$ cat config.mk
export PLATFORM = sky130hd
export DESIGN_NAME = param_boot_loader_flat
export DESIGN_NICKNAME = d
export VERILOG_FILES = /design/src/rtl/param_boot_loader_if.sv /design/src/rtl/param_boot_loader.sv /design/src/flat_wrapper.sv
export SDC_FILE = /design/constraint.sdc
export NUM_CORES = 1
export LEC_CHECK = 0
export ABC_AREA = 1
export BUFFER_PORTS_ARGS = -buffer_cell sky130_fd_sc_hd__buf_2
export CAP_MARGIN = 20
export CORE_MARGIN = 2
export CORE_UTILIZATION = 30
export CTS_CLUSTER_SIZE = 14
export DETAILED_ROUTE_END_ITERATION = 10
export PLACE_DENSITY = 0.55
export SLEW_MARGIN = 20
export SYNTH_ARGS = -nofsm -noshare
export SYNTH_HDL_FRONTEND = slang
export SYNTH_SLANG_ARGS = --single-unit
$ cat constraint.sdc
create_clock -name clk -period 6.05 [get_ports clk]
set_input_delay 1.815 -clock clk [delete_from_list [all_inputs] [get_ports clk]]
set_output_delay 1.815 -clock clk [all_outputs]
set_load 0.02 [all_outputs]
$ cat src/rtl/param_boot_loader_if.sv
// RAM-side bus of the boot loader: one-cycle strobe, read data one cycle later.
interface param_boot_loader_if #(
    parameter int unsigned DATA_W = 8,
    parameter int unsigned ADDR_W = 8
);
    logic [DATA_W-1:0] ram_out;
    logic [DATA_W-1:0] ram_in;
    logic [ADDR_W-1:0] ram_adr;
    logic              ram_rw;
    logic              ram_enable;

    modport master (
        input  ram_out,
        output ram_in,
        output ram_adr,
        output ram_rw,
        output ram_enable
    );

    modport slave (
        output ram_out,
        input  ram_in,
        input  ram_adr,
        input  ram_rw,
        input  ram_enable
    );
endinterface

$ cat src/rtl/param_boot_loader.sv
// UART boot loader: loads a RAM image over 8N1 rx, acks a checksum, dumps RAM on request.
module param_boot_loader #(
    parameter int unsigned CLK_DIV = 868,
    parameter int unsigned DATA_W  = 8,
    parameter int unsigned ADDR_W  = 8,
    parameter int unsigned DEPTH   = 256
) (
    input  logic                 clk,
    input  logic                 rst,
    input  logic                 ce,
    input  logic                 rx,
    input  logic                 scan_memory,
    output logic                 tx,
    output logic                 boot,
    param_boot_loader_if.master  bus
);
    localparam int unsigned BPW  = DATA_W / 8;
    localparam int unsigned CNT_W = $clog2(CLK_DIV);
    localparam int unsigned BC_W = (BPW > 1) ? $clog2(BPW) : 1;

    typedef enum logic [2:0] {LOAD, ACK, RUN, SCAN_STB, SCAN_CAP, SCAN_TX} state_t;

    // ---------------- RX ----------------
    logic             rx_s1, rx_s2, rx_d;
    logic             rx_busy;
    logic [CNT_W-1:0] rx_cnt;
    logic [3:0]       rx_bit;
    logic [7:0]       rx_sh;
    logic             rx_tick_c, byte_ok_c;

    assign rx_tick_c = rx_busy && (rx_cnt == ((rx_bit == 4'd0) ? CNT_W'(CLK_DIV / 2 - 1)
                                                                : CNT_W'(CLK_DIV - 1)));
    assign byte_ok_c = rx_tick_c && (rx_bit == 4'd9) && rx_s2;

    // Two-flop synchroniser plus one delay stage for falling-edge detection
    always_ff @(posedge clk) begin
        if (rst) begin
            rx_s1 <= 1'b1;
            rx_s2 <= 1'b1;
            rx_d  <= 1'b1;
        end else if (ce) begin
            rx_s1 <= rx;
            rx_s2 <= rx_s1;
            rx_d  <= rx_s2;
        end
    end

    // Frame receiver: start re-check at half bit, then 8 data bits and stop
    always_ff @(posedge clk) begin
        if (rst) begin
            rx_busy <= 1'b0;
            rx_cnt  <= '0;
            rx_bit  <= '0;
            rx_sh   <= '0;
        end else if (ce) begin
            if (!rx_busy) begin
                if (rx_d && !rx_s2) begin
                    rx_busy <= 1'b1;
                    rx_cnt  <= '0;
                    rx_bit  <= '0;
                end
            end else if (rx_tick_c) begin
                rx_cnt <= '0;
                if ((rx_bit == 4'd0 && rx_s2) || rx_bit == 4'd9) begin
                    rx_busy <= 1'b0;
                end else begin
                    if (rx_bit != 4'd0) rx_sh <= {rx_s2, rx_sh[7:1]};
                    rx_bit <= rx_bit + 4'd1;
                end
            end else begin
                rx_cnt <= rx_cnt + CNT_W'(1);
            end
        end
    end

    // ---------------- TX ----------------
    logic             tx_busy;
    logic [CNT_W-1:0] tx_cnt;
    logic [3:0]       tx_bits;
    logic [8:0]       tx_sh;
    logic             tx_done_c, tx_start_c;
    logic [7:0]       tx_byte_c;

    assign tx_done_c = tx_busy && (tx_cnt == CNT_W'(CLK_DIV - 1)) && (tx_bits == 4'd0);

    // Frame transmitter; a start in the done cycle gives back-to-back frames
    always_ff @(posedge clk) begin
        if (rst) begin
            tx      <= 1'b1;
            tx_busy <= 1'b0;
            tx_cnt  <= '0;
            tx_bits <= '0;
            tx_sh   <= '1;
        end else if (ce) begin
            if (tx_start_c) begin
                tx      <= 1'b0;
                tx_sh   <= {1'b1, tx_byte_c};
                tx_bits <= 4'd9;
                tx_cnt  <= '0;
                tx_busy <= 1'b1;
            end else if (tx_busy) begin
                if (tx_cnt == CNT_W'(CLK_DIV - 1)) begin
                    tx_cnt <= '0;
                    if (tx_bits == 4'd0) begin
                        tx_busy <= 1'b0;
                    end else begin
                        tx      <= tx_sh[0];
                        tx_sh   <= {1'b1, tx_sh[8:1]};
                        tx_bits <= tx_bits - 4'd1;
                    end
                end else begin
                    tx_cnt <= tx_cnt + CNT_W'(1);
                end
            end
        end
    end

    // ---------------- Control ----------------
    state_t            state, state_nxt;
    logic [ADDR_W-1:0] adr, adr_nxt;
    logic [BC_W-1:0]   bcnt, bcnt_nxt;
    logic [DATA_W-1:0] word, word_nxt;
    logic [7:0]        csum, csum_nxt;
    logic              scan_prev, scan_prev_nxt, boot_nxt;
    logic [DATA_W-1:0] ram_in_nxt;
    logic [ADDR_W-1:0] ram_adr_nxt;
    logic              ram_rw_nxt, ram_enable_nxt;

    // Control state and registered outputs
    always_ff @(posedge clk) begin
        if (rst) begin
            state          <= LOAD;
            adr            <= '0;
            bcnt           <= '0;
            word           <= '0;
            csum           <= '0;
            scan_prev      <= 1'b0;
            boot           <= 1'b1;
            bus.ram_in     <= '0;
            bus.ram_adr    <= '0;
            bus.ram_rw     <= 1'b0;
            bus.ram_enable <= 1'b0;
        end else if (ce) begin
            state          <= state_nxt;
            adr            <= adr_nxt;
            bcnt           <= bcnt_nxt;
            word           <= word_nxt;
            csum           <= csum_nxt;
            scan_prev      <= scan_prev_nxt;
            boot           <= boot_nxt;
            bus.ram_in     <= ram_in_nxt;
            bus.ram_adr    <= ram_adr_nxt;
            bus.ram_rw     <= ram_rw_nxt;
            bus.ram_enable <= ram_enable_nxt;
        end
    end

    // Next-state and output decode for load / ack / run / scan
    always_comb begin
        state_nxt      = state;
        adr_nxt        = adr;
        bcnt_nxt       = bcnt;
        word_nxt       = word;
        csum_nxt       = csum;
        scan_prev_nxt  = scan_memory;
        boot_nxt       = boot;
        ram_in_nxt     = bus.ram_in;
        ram_adr_nxt    = bus.ram_adr;
        ram_rw_nxt     = 1'b0;
        ram_enable_nxt = 1'b0;
        tx_start_c     = 1'b0;
        tx_byte_c      = 8'h00;
        case (state)
            LOAD: begin
                if (byte_ok_c) begin
                    csum_nxt = csum + rx_sh;
                    word_nxt = DATA_W'({rx_sh, word} >> 8);
                    if (bcnt == BC_W'(BPW - 1)) begin
                        bcnt_nxt       = '0;
                        ram_enable_nxt = 1'b1;
                        ram_rw_nxt     = 1'b1;
                        ram_adr_nxt    = adr;
                        ram_in_nxt     = word_nxt;
                        if (adr == ADDR_W'(DEPTH - 1)) begin
                            state_nxt  = ACK;
                            tx_start_c = 1'b1;
                            tx_byte_c  = csum_nxt;
                        end else begin
                            adr_nxt = adr + ADDR_W'(1);
                        end
                    end else begin
                        bcnt_nxt = bcnt + BC_W'(1);
                    end
                end
            end
            ACK: begin
                if (tx_done_c) begin
                    boot_nxt  = 1'b0;
                    state_nxt = RUN;
                end
            end
            RUN: begin
                if (scan_memory && !scan_prev) begin
                    adr_nxt        = '0;
                    ram_adr_nxt    = '0;
                    ram_enable_nxt = 1'b1;
                    state_nxt      = SCAN_STB;
                end
            end
            SCAN_STB: state_nxt = SCAN_CAP;
            SCAN_CAP: begin
                word_nxt   = bus.ram_out;
                bcnt_nxt   = '0;
                tx_start_c = 1'b1;
                tx_byte_c  = bus.ram_out[7:0];
                state_nxt  = SCAN_TX;
            end
            SCAN_TX: begin
                if (tx_done_c) begin
                    if (bcnt == BC_W'(BPW - 1)) begin
                        if (adr == ADDR_W'(DEPTH - 1)) begin
                            state_nxt = RUN;
                        end else begin
                            adr_nxt        = adr + ADDR_W'(1);
                            ram_adr_nxt    = adr + ADDR_W'(1);
                            ram_enable_nxt = 1'b1;
                            state_nxt      = SCAN_STB;
                        end
                    end else begin
                        bcnt_nxt   = bcnt + BC_W'(1);
                        word_nxt   = DATA_W'(word >> 8);
                        tx_start_c = 1'b1;
                        tx_byte_c  = word_nxt[7:0];
                    end
                end
            end
            default: state_nxt = LOAD;
        endcase
    end
endmodule
$ cat src/flat_wrapper.sv
// flat-port wrapper written by rule: the top's interface ports become plain ports
module param_boot_loader_flat 
#(
    parameter int unsigned CLK_DIV = 868,
    parameter int unsigned DATA_W  = 8,
    parameter int unsigned ADDR_W  = 8,
    parameter int unsigned DEPTH   = 256
)
  (clk, rst, ce, rx, scan_memory, tx, boot, bus_ram_out, bus_ram_in, bus_ram_adr, bus_ram_rw, bus_ram_enable);
  param_boot_loader_if #(.DATA_W(DATA_W), .ADDR_W(ADDR_W)) bus_i ();
  input  logic clk;
  input  logic rst;
  input  logic ce;
  input  logic rx;
  input  logic scan_memory;
  output logic tx;
  output logic boot;
  input wire logic [$bits(bus_i.ram_out)-1:0] bus_ram_out;
  output wire logic [$bits(bus_i.ram_in)-1:0] bus_ram_in;
  output wire logic [$bits(bus_i.ram_adr)-1:0] bus_ram_adr;
  output wire logic [$bits(bus_i.ram_rw)-1:0] bus_ram_rw;
  output wire logic [$bits(bus_i.ram_enable)-1:0] bus_ram_enable;
  assign bus_i.ram_out = bus_ram_out;
  assign bus_ram_in = bus_i.ram_in;
  assign bus_ram_adr = bus_i.ram_adr;
  assign bus_ram_rw = bus_i.ram_rw;
  assign bus_ram_enable = bus_i.ram_enable;
  param_boot_loader #(.CLK_DIV(CLK_DIV), .DATA_W(DATA_W), .ADDR_W(ADDR_W), .DEPTH(DEPTH)) u_core (.clk(clk), .rst(rst), .ce(ce), .rx(rx), .scan_memory(scan_memory), .tx(tx), .boot(boot), .bus(bus_i));
endmodule
Yosys cells after proc, flatten, opt, wreduce, memory -nomap -nowiden
Index checks and enable logic that the tools add are counted.

Mux-type cells: 74. $add $sub $neg: 7. Equality and inequality tests: 20. Reductions and logical operators: 32. Bitwise gates (word level): 2.

Operators by type and width (number): 8-bit two-way mux (13); 10-bit two-way mux (7); 8-bit one-hot mux with 3 select lines (2); 9-bit two-way mux (4); 4-bit two-way mux (8); 1-bit two-way mux (28); 3-bit two-way mux (7); 10-bit by 1-bit adder with 10-bit output, second input constant (2); 3-bit one-hot mux with 6 select lines (1); 8-bit one-hot mux with 2 select lines (1); 4-bit AND reduction (4); 8-bit AND reduction (2); 2-bit by 1-bit inequality test with 1-bit output, second input constant (6); 10-bit equality test (1); 10-bit equality test, second input constant (1); 2-bit inequality test, second input constant (5); 5-bit AND reduction (2); 1-bit one-hot mux with 3 select lines (3); 8-bit by 1-bit adder with 8-bit output, second input constant (1); 8-bit adder (1); 8-bit equality test, second input constant (1); 1-bit logical AND (8); 4-bit logical NOT (2); 3-bit by 2-bit equality test with 1-bit output, second input constant (2); 15 further kinds (23).

Flip-flop bits (word level): 91. Bits of input ports: 13. Logic and storage cells: 157.

Logic depth before layout (Yosys ltp)
Gate-level depths: netlist of the first run.

Word-level depth: 10. Gate-level depth with buffers: 16. Gate-level depth less buffers: 16.

Least setup slack after synthesis of the first run
No wires, ideal clock.

Kind: input to register. Start point: in ce. End point: reg u_core.rx_cnt[7]. Required time: 5.935 ns. Arrival time: 2.845 ns. Cell stages on the path: 7. Library setup time: 0.115 ns. Setup slack: 3.090 ns. Cells stage by stage: buf_2 > o21ai_1 > inv_1 > nand2_1 > inv_1 > nand3_1 > a2111oi_0.

Longest elaborated chain between the ends: 1.

RTL lines: start: declaration (RTL line flat_wrapper.sv:13) `input logic ce;`; 2-bit AND reduction (no source line); end signal: assignment (RTL line param_boot_loader.sv:71) `rx_cnt <= rx_cnt + CNT_W'(1);`; end: declaration (RTL line param_boot_loader.sv:26) `logic [CNT_W-1:0] rx_cnt;`.

No other way between the ends. A chain may end at the register's enable or synchronous reset.

Final worst setup path of the first run
Same ends and word-level chain as after synthesis.

==> results.md, run 1 <==
* Sink Count at 89
* Sequential area share after synthesis at 37.7%
* Worst slack, placed at between 2 and 2.5 ns
* Clock transition at path regs at around 0.060 ns
* Post-route ant nets at 0
* Dpl hpwl at a little under 8000 um
* CP dominant cell by count: inv_1
* Fmax at slightly above 0.3 GHz
* Status: finished, final reports clean
* Die H at around 130 um
* CTS buffer count at 9
* CP max stage cell: buf_2
* Root Driver: clkbuf_16
* CTS tree: built
* Longest Clk Path Bufs at 2
* Hold_ws at about 0.47 ns
* CP cell instances: buf_2 -> o21ai_1 -> inv_1 -> nand2_1 -> inv_1 -> nand3_1 -> a2111oi_0
* Post-CTS sizing at 0
* Gr usage total at between 10% and 20%
* Setup-failing EPs final at 0
* Via-to-Cell Ratio at approximately 4.6
* Multi-input gate area at between 2000 and 3000 um2
* Total placed cells including tap cells at roughly 880
* Bufs and invs on worst path at 3
* Remaining DRCs at 0
* Area grow syn2layout at 12.9%
* HP Class: reg -> reg
* Mean Syn Cell Area at approximately 7 um2
* Antenna violations before repair at 0
* Setup ws final at roughly 2.8 ns
* Hold_buf cts at 0
* Crit path DAT at roughly 3.5 ns
* Required time worst endpoint at ~6.3 ns
* Tcrit/Tclk final at 53.4%
* Clock latency on the worst-skew pair at between 0.3 and 0.4 ns
* Wire per inst at roughly 12 um
* Total grt overflow at 0
* CP Max Fanout at 25
* Flops & latches, synth at 89
* Max-cap viol count at 0
* Share of cells above drive strength 1 at 10.6%
* Starting density of the core at between 30% and 40%
* Worst Skew at 0.00812 ns
* Floorplan row count at 45
* Syn_nets at 685
* Max_slew headroom at 56.0%
* Asr flop ratio synth at 0%
* Buffers on Ports at 32
* RSZ-0062 raised after global routing: false
* Peak supply drop at 0.000106 V
* H-tree level count at 3
* Final WL at 10,800 um
* Largest net degree at the start of global routing at 63
* Post-synth EDFFs at 0
* Chip width at roughly 130 um
* Gpl congestion at 0.786
* Crit-path leading delay family: buffers and inverters
* Register area at 1780 um2
* Post-CTS repair timing setup buffer count at 0
* First-pass GRT wire length at ~18,000 um
* Final Non-Filler Cells at between 800 and 900
* Floorplan core area at 15,300 um2
* Crit start category: input pin
* Netlist cell types at between 40 and 50
* Pwr/cell area at about 220 nW/um2
* Nets at 710
* Starting DRT DRC Count at 214
* Slew Viols, Final at 0
* Critical Path End Type: register
* Static leakage at between 2 and 2.5 nW
* Warnings, synthesis at 0
* Commonest non-fill, non-tap cell in the layout: nand2_1
* Hold Fails Final Rpt at 0
* Ys flop type: dfxtp_1
* Critical path class: in -> reg
* Tightest Pin Transition at about 0.65 ns
* Crit-path max cell delay at 0.40 ns
* Vias in the first global route at 3,894
* Min Clock Period, post-route at 3.23 ns
* Fillers at around 1,700
* Detailed Routing Iterations Pass 1 at 4
* Diodes inserted at 0
* Final TNS setup at 0 ns
* Post-Synthesis Cells at ~660
* Area of the mapped netlist at 4720 um2
* Die area at roughly 17,000 um2
* Routed via count at ~4,200
* Commonest non-fill, non-tap cells in the layout: 119 x nand2_1, 89 x dfxtp_1, 73 x inv_1
* IO Pins at 33
-- through the flow --
stage / utilization [%] / cell area (um2) / power (mW)
floorplan: - / 4720 / 0.635
global placement: 32.9 / 5040 / 0.646
detailed placement: 32.9 / 5040 / 0.647
CTS: 34.8 / 5330 / 1.20
global route: 34.8 / 5330 / 1.23
finish: 34.8 / 5330 / 1.19
-- state kept, by name (all words and copies together) (netlist names), 3 cells and up --
| register | count |
|---|---|
| u_core.adr | 8 |
| u_core.bus.ram_adr | 8 |
| u_core.bus.ram_in | 8 |
| u_core.csum | 8 |
| u_core.rx_bit | 4 |
| u_core.rx_cnt | 10 |
| u_core.rx_sh | 8 |
| u_core.state | 3 |
| u_core.tx_bits | 4 |
| u_core.tx_cnt | 10 |
| u_core.tx_sh | 8 |
-- tightest hold or removal path, stage by stage, from the launching register on --
cell     delay (ns)
dfxtp_1        0.31
nand2_1        0.06
a21oi_1        0.05
-- kinds of logic (layout without fill, tap and decap cells) --
logic type      after synthesis  in the layout  share of synthesized area (%)
buf+inv                      97            127                           8.72
simple gates                300            300                           30.5
xor+xnor                     21             21                           3.90
flops                        89             89                           37.7
compound gates              135            135                           15.1
fa+ha+maj                    15             15                           4.13
-- synthesized netlist by cell type, types with 3 or more instances --
library cell / instances / share of area [%]
nand2_1: 119 / 9.5
dfxtp_1: 89 / 38
inv_1: 73 / 5.8
nor2_1: 66 / 5.2
a21oi_1: 61 / 6.5
o21ai_0: 56 / 5.9
nand3_1: 54 / 5.7
xor2_1: 17 / 3.2
nand4_1: 15 / 2.0
ha_1: 14 / 3.7
nor3_1: 13 / 1.4
clkbuf_1: 7 / 0.56
buf_2: 6 / 0.64
o22ai_1: 6 / 0.80
nand2_4: 5 / 1.2
nor2_2: 4 / 0.53
nor4_1: 4 / 0.53
xnor2_1: 4 / 0.74
buf_6: 3 / 0.72
inv_2: 3 / 0.24
nand2_2: 3 / 0.40
nor3b_1: 3 / 0.48
o211ai_1: 3 / 0.48
o21a_1: 3 / 0.48
-- final timing paths --
path,startpoint,to,slack [ns],cells past startpoint
setup / recovery,ce,u_core.rx_cnt[7],2.82,7
hold / removal,u_core.bus.ram_enable,u_core.bus.ram_enable,0.47,2
setup reg to reg,u_core.rx_bit[0],u_core.csum[2],3.48,12
hold reg to reg,u_core.bus.ram_enable,u_core.bus.ram_enable,0.47,2
-- final cells by class --
type                       instances  area share (%)
clock buffer                      14            4.77
tap                              211            4.95
clock inverter                     2           0.704
sequential                        89            33.4
multi-input combinational        471            47.4
inverter                          77            5.42
timing repair buffer              34            3.29
-- per-layer routing --
| metal | share of wire (%) | track usage (%) | vias to the layer above | wire length [um] |
|---|---|---|---|---|
| met3 | 2.2 | 2.19 | 11 | 237 |
| li1 | - | - | 2238 | - |
| met1 | 52 | 18.0 | 1882 | 5590 |
| met2 | 44 | 22.1 | 37 | 4770 |
| met5 | 0 | 0 | - | 0 |
| met4 | 1.5 | 4.43 | 0 | 162 |
-- report_power, final --
group | switching, mW | internal, mW | total [mW]
Combinational | 0.0290 | 0.0111 | 0.0401
Clock | 0.224 | 0.332 | 0.557
Sequential | 0.00313 | 0.590 | 0.593
No activity file was read; power rests on OpenSTA's default activity.
==> run 2: changes to the inputs <==
- ABC_AREA: 1 -> 0
- clock period: 6.05 -> 3.1 ns (I/O delays scaled with it)
==> run 2 against run 1 <==
Global-route usage increased by 1.0 points. Worst hold slack worse by 0.021 ns. Clock-buffer cell count is 2 lower. Sequential power is 94% higher. Register-to-register slack worse by 3.3 ns. Final cell count decreased by 10%. Die area is essentially flat. Via count grew 0.89%.
==> results.md, run 2 <==
* Status: finished, final reports clean
* Mean Syn Cell Area at 8.31 um2
* Largest regs: u_core.rx_cnt x10, u_core.tx_cnt x10
* CTS buffer count at 9
* Floorplan row count at 45
* Wire per inst at around 14 um
* Antenna violations before repair at 0
* IO Pins at 33
* Ys flop type: dfxtp_1
* Synth area leader: dfxtp_1
* Critical path class: reg -> reg
* Die area at 16,700 um2
* Worst setup startpoint: u_core.rx_bit[0]
* Worst slack, placed at about 0.15 ns
* Detailed Routing Iterations Pass 1 at 5
* Reg2reg start: u_core.rx_bit[0]
* Crit start category: register
* Flops & latches, synth at a little under 90
* HP Start: u_core.boot
* Fmax at around 0.34 GHz
* Critical Path End Type: register
* Pwr/cell area at between 400 and 500 nW/um2
* Worst Skew at just over 0.009 ns
* Final WL at 11,600 um
* Area of the mapped netlist at ~4700 um2
* Sequential area share after synthesis at a little under two fifths
* Crit-path max cell delay at ~0.56 ns
* Gr usage total at 14.4%
* Area grow syn2layout at 13.9%
* Netlist cell types at 72
* Largest net degree at the start of global routing at a little under 80
* CP Max Fanout at 24
* H-tree level count at 3
* First-pass GRT wire length at 19,400 um
* Peak supply drop at between 0.0003 and 0.0004 V
* Via-to-Cell Ratio at between 5 and 6
* Floorplan core area at 15,300 um2
* Static leakage at 2.00 nW
* Most frequent cell after synthesis: dfxtp_1
* Commonest cells in the netlist: 89 x dfxtp_1, 68 x nand2_1, 58 x a21oi_1, 45 x nor2_1, 35 x o21ai_0
* Commonest non-fill, non-tap cells in the layout: 89 x dfxtp_1, 68 x nand2_1, 58 x a21oi_1
* Sink Count at 89
* Nets at slightly above 600
* Post-synth EDFFs at 0
* Commonest non-fill, non-tap cell in the layout: dfxtp_1
* Chip width at 129 um
* Hold Fails Final Rpt at 0
* Post-Synthesis Cells at 568
* Clock transition at path regs at 0.06 ns
* HP Class: reg -> reg
* Syn_nets at 596
* Dpl hpwl at between 8000 and 9000 um
* Final core utilization at between 30% and 40%
* Setup-failing EPs final at 0
* Tcrit/Tclk final at 93.8%
* Warnings, synthesis at 0
* Required time worst endpoint at ~3.4 ns
* Vias in the first global route at 3,992
* CP cell instances: inv_1 -> ha_1 -> or3b_1 -> or4_4 -> a2111oi_4 -> buf_12 -> o31a_2 -> o21ai_2 -> a221oi_2
* Die H at approximately 130 um
* Setup ws final at slightly below 0.2 ns
* Root Driver: clkbuf_16
* Remaining DRCs at 0
* Diodes inserted at 0
* Asr flop ratio synth at 0%
* Share of the synthesized area in the top cell type at 37.8%
* Gpl congestion at 0.798
* RSZ-0062 raised after global routing: false
* Routed via count at around 4,200
* Total grt overflow at 0
* Ranking of synthesized cells by area: dfxtp_1 38%, a21oi_1 6.2%, nand2_1 5.4%
* Max_slew headroom at between 40% and 50%
* Crit path DAT at around 3.2 ns
* Post-route ant nets at 0
* Post-CTS repair timing setup buffer count at 0
* Starting density of the core at 30.9%
* Final TNS setup at 0 ns
* Starting DRT DRC Count at 320
* CP max stage cell: or4_4
* Min Clock Period, post-route at 2.91 ns
* Max-cap viol count at 0
* CTS tree: built
* Slew Viols, Final at 0
* Buffers on Ports at 32
* Share of cells above drive strength 1 at 13.5%
* Longest Clk Path Bufs at 2
* Clock latency on the worst-skew pair at approximately 0.35 ns
* Tightest Pin Transition at a little under 0.9 ns
* Hold_buf cts at 0
-- run 2: changes by cell type in the layout (fill, tap and decap cells not counted), sizes merged, moves of 13 or more --
cell | before | now
nand2 | 127 | 68
o21ai | 57 | 38
nor2 | 73 | 45
nand3 | 57 | 13
inv | 76 | 12
and3 | 0 | 13
-- run 2: logic make-up (layout without fill, tap and decap cells) --
kind of cell | count (synthesis) | count (layout) | synth area share (%)
multiplexers | 10 | 10 | 2.12
XOR/XNOR | 15 | 15 | 3.08
adder cells (fa/ha/maj) | 15 | 15 | 4.14
AO/OA/AOI/OAI | 166 | 166 | 23.7
AND/OR/NAND/NOR | 227 | 227 | 25.1
buffers and inverters | 46 | 71 | 4.11
flip-flops | 89 | 89 | 37.8
-- run 2: per-stage QoR --
step	cells	cell area, um2	hold WS (ns)	power, mW
6_report	804	5380	0.445	2.25
2_1_floorplan	568	4720	0.431	1.23
3_5_place_dp	789	5110	0.434	1.26
4_1_cts	804	5370	0.449	2.28
3_3_place_gp	789	5110	0.439	1.26
5_1_grt	804	5380	0.455	2.33
-- run 2: area by class of cell --
cell class / instances / area (um2)
inverters: 12 / 45.0
well taps: 211 / 264
fillers: 1610 / 9880
clock inverters: 3 / 17.5
multi-input cells: 433 / 2750
repair buffers: 44 / 275
clock buffers: 12 / 246
flip-flops and latches: 89 / 1780
-- run 2: worst max-delay path: cells and delay by family (launching register included) --
family,cells,cell delay (ns)
compound gates,4,1.06
fa+ha+maj,1,0.16
buf+inv,2,0.30
flops,1,0.35
simple gates,2,0.93
-- run 2: per-layer routing --
layer	up-vias	track usage [%]	wire length [um]
met5	-	0	0
met4	0	6.58	209
met3	12	2.89	449
met2	84	23.4	5450
met1	1991	18.5	5470
li1	2118	-	-
-- run 2: final timing paths --
| check | end | slack [ns] | cells after the start |
|---|---|---|---|
| worst max-delay path | u_core.tx_bits[3] | 0.19 | 9 |
| worst min-delay path | u_core.boot | 0.45 | 1 |
| worst max register to register | u_core.tx_bits[3] | 0.19 | 9 |
| worst min register to register | u_core.boot | 0.45 | 1 |
-- run 2: timing repair --
action,CTS,global route
endpoints found under the hold margin,0,0
resized for setup,0,1
endpoints found under the setup margin,0,6
-- run 2: where the power goes --
group,total [mW],internal (mW),switching [mW]
Sequential,1.15,1.15,0.00546
Clock,1.01,0.558,0.449
Combinational,0.0844,0.0288,0.0556
Total,2.25,1.74,0.510
